[config.mk]
export PLATFORM = sky130hd
export DESIGN_NAME = pipe_hazard_ctrl
export DESIGN_NICKNAME = d
export VERILOG_FILES = /design/src/rtl/pipe_hazard_ctrl.sv
export SDC_FILE = /design/constraint.sdc
export NUM_CORES = 1
export LEC_CHECK = 0
export CORE_ASPECT_RATIO = 0.9
export CORE_MARGIN = 2
export CORE_UTILIZATION = 33
export CTS_BUF_LIST = sky130_fd_sc_hd__clkbuf_16
export CTS_CLUSTER_DIAMETER = 200
export CTS_CLUSTER_SIZE = 8
export DETAILED_ROUTE_END_ITERATION = 8
export DONT_BUFFER_PORTS = 1
export PLACE_DENSITY = 0.52
export SLEW_MARGIN = 20
export SYNTH_ARGS = -nofsm -noshare
export SYNTH_HDL_FRONTEND = slang
export SYNTH_SLANG_ARGS = --single-unit
[constraint.sdc]
create_clock -name clk -period 7.4 [get_ports clk]
set_clock_uncertainty 0.2 [all_clocks]
set_input_delay 0 -clock clk [delete_from_list [all_inputs] [get_ports clk]]
set_output_delay 0 -clock clk [all_outputs]
set_load 0.01 [all_outputs]
[src/rtl/pipe_hazard_ctrl.sv]
// Stall/flush scheduler for the 5-stage MIPS pipeline: load-use, branch squash,
// data-memory freeze and MULT/DIV occupancy, plus stall/flush counters and a watchdog.
module pipe_hazard_ctrl #(
    parameter int MDU_LAT = 32,
    parameter int MDU_CW  = 6,
    parameter int TIMEOUT = 1024
) (
    input  logic        clk,
    input  logic        rst,
    input  logic [4:0]  id_rs,
    input  logic [4:0]  id_rt,
    input  logic        id_uses_rt,
    input  logic        ex_mem_read,
    input  logic [4:0]  ex_rt,
    input  logic        ex_branch_taken,
    input  logic        id_mdu_start,
    input  logic        id_mdu_read,
    input  logic        dmem_stall,
    output logic        pc_write,
    output logic        if_id_write,
    output logic        if_id_flush,
    output logic        id_ex_flush,
    output logic        ex_mem_write,
    output logic        mdu_busy,
    output logic [1:0]  state,
    output logic [31:0] stall_cnt,
    output logic [31:0] flush_cnt,
    output logic        stall_timeout
);

    localparam int WD_W = $clog2(TIMEOUT + 1);

    typedef enum logic [1:0] {
        ST_RUN      = 2'd0,
        ST_FREEZE   = 2'd1,
        ST_MDU_WAIT = 2'd2
    } state_e;

    state_e            state_q, state_d;
    logic [MDU_CW-1:0] mdu_cnt_q, mdu_cnt_d;
    logic [31:0]       stall_cnt_q, stall_cnt_d;
    logic [31:0]       flush_cnt_q, flush_cnt_d;
    logic [WD_W-1:0]   wd_q, wd_d;
    logic              timeout_q, timeout_d;

    logic load_use;
    logic mdu_hazard;
    logic mdu_accept;
    logic busy;

    assign busy       = (mdu_cnt_q != '0);
    assign load_use   = ex_mem_read && (ex_rt != 5'd0) &&
                        ((ex_rt == id_rs) || (id_uses_rt && (ex_rt == id_rt)));
    assign mdu_hazard = busy && (id_mdu_start || id_mdu_read);

    // Priority chain: freeze, branch squash, load-use bubble, MDU bubble, run.
    always_comb begin
        pc_write     = 1'b1;
        if_id_write  = 1'b1;
        if_id_flush  = 1'b0;
        id_ex_flush  = 1'b0;
        ex_mem_write = 1'b1;
        mdu_accept   = 1'b0;
        state_d      = ST_RUN;
        if (rst) begin
            pc_write     = 1'b0;
            if_id_write  = 1'b0;
            if_id_flush  = 1'b1;
            id_ex_flush  = 1'b1;
            ex_mem_write = 1'b0;
        end else if (dmem_stall) begin
            pc_write     = 1'b0;
            if_id_write  = 1'b0;
            ex_mem_write = 1'b0;
            state_d      = ST_FREEZE;
        end else if (ex_branch_taken) begin
            if_id_flush  = 1'b1;
            id_ex_flush  = 1'b1;
        end else if (load_use) begin
            pc_write     = 1'b0;
            if_id_write  = 1'b0;
            id_ex_flush  = 1'b1;
        end else if (mdu_hazard) begin
            pc_write     = 1'b0;
            if_id_write  = 1'b0;
            id_ex_flush  = 1'b1;
            state_d      = ST_MDU_WAIT;
        end else begin
            mdu_accept   = id_mdu_start && !busy;
        end
    end

    // The MDU countdown keeps running through a freeze; the unit itself is not stalled.
    always_comb begin
        mdu_cnt_d   = mdu_cnt_q;
        stall_cnt_d = stall_cnt_q;
        flush_cnt_d = flush_cnt_q;
        wd_d        = wd_q;
        if (mdu_accept) begin
            mdu_cnt_d = MDU_CW'(MDU_LAT);
        end else if (busy) begin
            mdu_cnt_d = mdu_cnt_q - MDU_CW'(1);
        end
        if (!pc_write && (stall_cnt_q != '1)) begin
            stall_cnt_d = stall_cnt_q + 32'd1;
        end
        if (if_id_flush && (flush_cnt_q != '1)) begin
            flush_cnt_d = flush_cnt_q + 32'd1;
        end
        if (!dmem_stall) begin
            wd_d = '0;
        end else if (wd_q != WD_W'(TIMEOUT)) begin
            wd_d = wd_q + WD_W'(1);
        end
        timeout_d = timeout_q || (wd_d == WD_W'(TIMEOUT));
    end

    always_ff @(posedge clk or posedge rst) begin
        if (rst) begin
            state_q     <= ST_RUN;
            mdu_cnt_q   <= '0;
            stall_cnt_q <= '0;
            flush_cnt_q <= '0;
            wd_q        <= '0;
            timeout_q   <= 1'b0;
        end else begin
            state_q     <= state_d;
            mdu_cnt_q   <= mdu_cnt_d;
            stall_cnt_q <= stall_cnt_d;
            flush_cnt_q <= flush_cnt_d;
            wd_q        <= wd_d;
            timeout_q   <= timeout_d;
        end
    end

    assign mdu_busy      = busy;
    assign state         = state_q;
    assign stall_cnt     = stall_cnt_q;
    assign flush_cnt     = flush_cnt_q;
    assign stall_timeout = timeout_q;

endmodule

==> results.cfg <==
[outcome]
status = complete, no violations

[synthesis]
synthFlopType = dfrtp_1
synthCells = 423
synth.top_cell.area_share_pct = 48.6
synth.top_cells.by_area = dfrtp_1 (49%), xor2_1 (8.7%), xnor2_1 (8.3%)
syn_avg_cell_area_sq_um = 10.2
syn_nets = 452
synthTopCellsByCount = dfrtp_1 (84), xor2_1 (43), nand2_1 (41), xnor2_1 (41), nor2_1 (38)
ys_seq_area_share_pct = 48.6
synth.cell_area_sq_mm = 0.00433
synth_most_common_cell = dfrtp_1
synth_top_area_cell = dfrtp_1
synth-async-reset-ratio_pct = 100
yosysWarnings = 0
ys_types = 51
synth_edf_count = 0
ys_seq_elements = 84

[route]
wl_per_cell_um = 16.1
routed_wl_um = 9690
antenna_left = 0
viasPerCell = 5.12
firstDrtPassIters = 4
first_iter_violations = 175
drc_errors = 0
vias = 3074

[global_route]
grt_first_pass_wirelength_um = 15900
grtUsageTotal_pct = 14.3
antenna_found_initial = 0
grt_pass1_vias = 3027
grt_overflow_total = 0
grt_max_degree = 49

[clocking]
cts_max_level = 3
cts-root-buf = clkbuf_16
cts.path.max_buffers = 2
clk_latency_ps = 340
cts_sinks = 84
clk_pin_slew_ps = 60
cts_inserted_buffers = 9
cts_tree = built

[pwr]
comb_power_share_pct = 14.9
swShare_pct = 30.3
power_density_mw_per_mm2 = 268
peakVddDrop_mv = 0.155
p_int_uw = 905
p_leak_uw = 0.00212
p_clk_share_pct = 36.3
netSwitchingPower_uw = 394
totalPowerFinal_uw = 1300
p_seq_share_pct = 48.8

[setup_path]
crit_arrival_ps = 3170
r2r_slack_ps = 4250
max_stage_delay_ps = 670
r2r_start = stall_cnt[0]
r2r_cells = 6
crit_type = flop to flop
r2r_end = stall_cnt[1]
required_ps = 7420
cp_slowest_cell = o21bai_4
cp-start-kind = flop
end_kind = flop
worstPathCellList = ha_1, nand3_1, or2_1, or4_4, o21bai_4, mux2_1
cp_max_fo = 30

[timing]
finalHoldViolCount = 0
setup_slack_ps = 4250
tightestPinTransition_ps = 826
slew_violations = 0
fin_crit_sh_pct = 42.5
setup_viol = 0
setup_tns_ps = 0
fmaxAchievable_ghz = 0.318
rsz0062_at_grt = no
relSlewSlack_pct = 44.8
min_period_ps = 3150

[floorplanning]
dieArea_sq_mm = 0.0140
fp.dieH_um = 113
start_util_pct = 34.0
rows = 39
die_x_um = 125
core_area_sq_mm = 0.0127
io_pins = 96

[min_path]
min_to = stall_cnt[24]
min_path_cells = 4
min-delay-start = ex_branch_taken
worstHoldPathType = primary input to flop

[placement]
placed_cells = 579
io_buffer_count = 0
place_ws_ps = 4240
dp_hpwl_um = 7040
gp_congestion = 0.768

[cells_and_area]
stdcell_count = 600
syn_to_final_growth_pct = 11.9
diodes = 0
nets = 460
finish.utilization_pct = 38.0
drive_gt1_share_pct = 8.26

[job]
max_cap_viol_count = 0
[worst max path at each step]
stage | start | endpoint | slack [ps]
floorplan | rst | flush_cnt[26] | 4420
global placement | stall_cnt[0] | stall_cnt[1] | 4280
detailed placement | stall_cnt[0] | stall_cnt[1] | 4240
CTS | stall_cnt[0] | stall_cnt[1] | 4230
global route | stall_cnt[0] | stall_cnt[1] | 4090
finish | stall_cnt[0] | stall_cnt[1] | 4250
[cells by family (layout without fill, tap and decap cells)]
group	count (synthesis)	after routing	synth area share [%]
buf+inv	32	45	3.33
fa+ha+maj	6	6	1.74
simple gates	191	191	24.8
flops	84	84	48.6
mux	2	2	0.520
compound gates	24	24	4.05
xor+xnor	84	84	17.0
[cell usage in the layout (no fill, tap or decap), types with 3 or more instances in the layout]
cell	n
o21ai_0	3
nor4b_2	4
dlygate4sd3_1	5
xnor2_1	41
nor4_1	4
inv_1	24
ha_1	6
nand2_1	41
and2_1	3
and3_1	9
nor3_1	24
nand3_1	24
and4_1	3
xor2_1	43
nor2_1	38
nand2b_1	4
nand4_1	12
nor4_2	6
a21o_1	3
a21oi_1	5
clkbuf_16	9
dfrtp_1	84
[power by group through the flow]
stage          clock (uW)  combinational (uW)  sequential (uW)
2_1_floorplan           0                 165              613
3_3_place_gp            0                 188              641
3_5_place_dp            0                 194              641
4_1_cts               487                 197              634
5_1_grt               505                 223              646
6_report              472                 194              634
[worst max-delay path: cells and delay by family (launching register included)]
kind / cells / cell delay [ps]
multiplexers: 1 / 380
AO/OA/AOI/OAI: 1 / 670
flip-flops: 1 / 450
AND/OR/NAND/NOR: 3 / 1050
adder cells (fa/ha/maj): 1 / 260
[flip-flops by register name, indices dropped and copies added (netlist names)]
register	flops
flush_cnt	32
mdu_cnt_q	6
stall_cnt	32
stall_timeout	1
state	2
wd_q	11
[final cells by class]
cell class                      count  area [sq um]
Clock inverter                      7          83.8
Tap cell                          164           205
Clock buffer                        9           225
Multi-Input combinational cell    307          2080
Sequential cell                    84          2100
Fill cell                        1242          7890
Timing Repair Buffer                6          57.6
Inverter                           23          87.6
[repair_timing]
action	in CTS	in global routing
hold endpoints to repair	55	0
buffers inserted	0	0
hold buffers	5	0
gates resized for setup	0	0
[metal layers]
layer | vias to the layer above | wire length (um) | global-route usage (%) | share of wire, %
met1 | 1491 | 4350 | 18.4 | 45
met2 | 110 | 4290 | 21.3 | 44
met5 | - | 0 | 0 | 0
met3 | 12 | 909 | 6.39 | 9.4
li1 | 1461 | - | - | -
met4 | 0 | 135 | 5.02 | 1.4
[metrics by stage]
step | instance area (sq um) | hold slack (ps)
3_3_place_gp | 4480 | -191
3_5_place_dp | 4480 | -194
2_1_floorplan | 4330 | -150
4_1_cts | 4840 | 38.6
6_report | 4840 | 43.7
5_1_grt | 4840 | 68.0
Power figures use the tool's default switching activity.
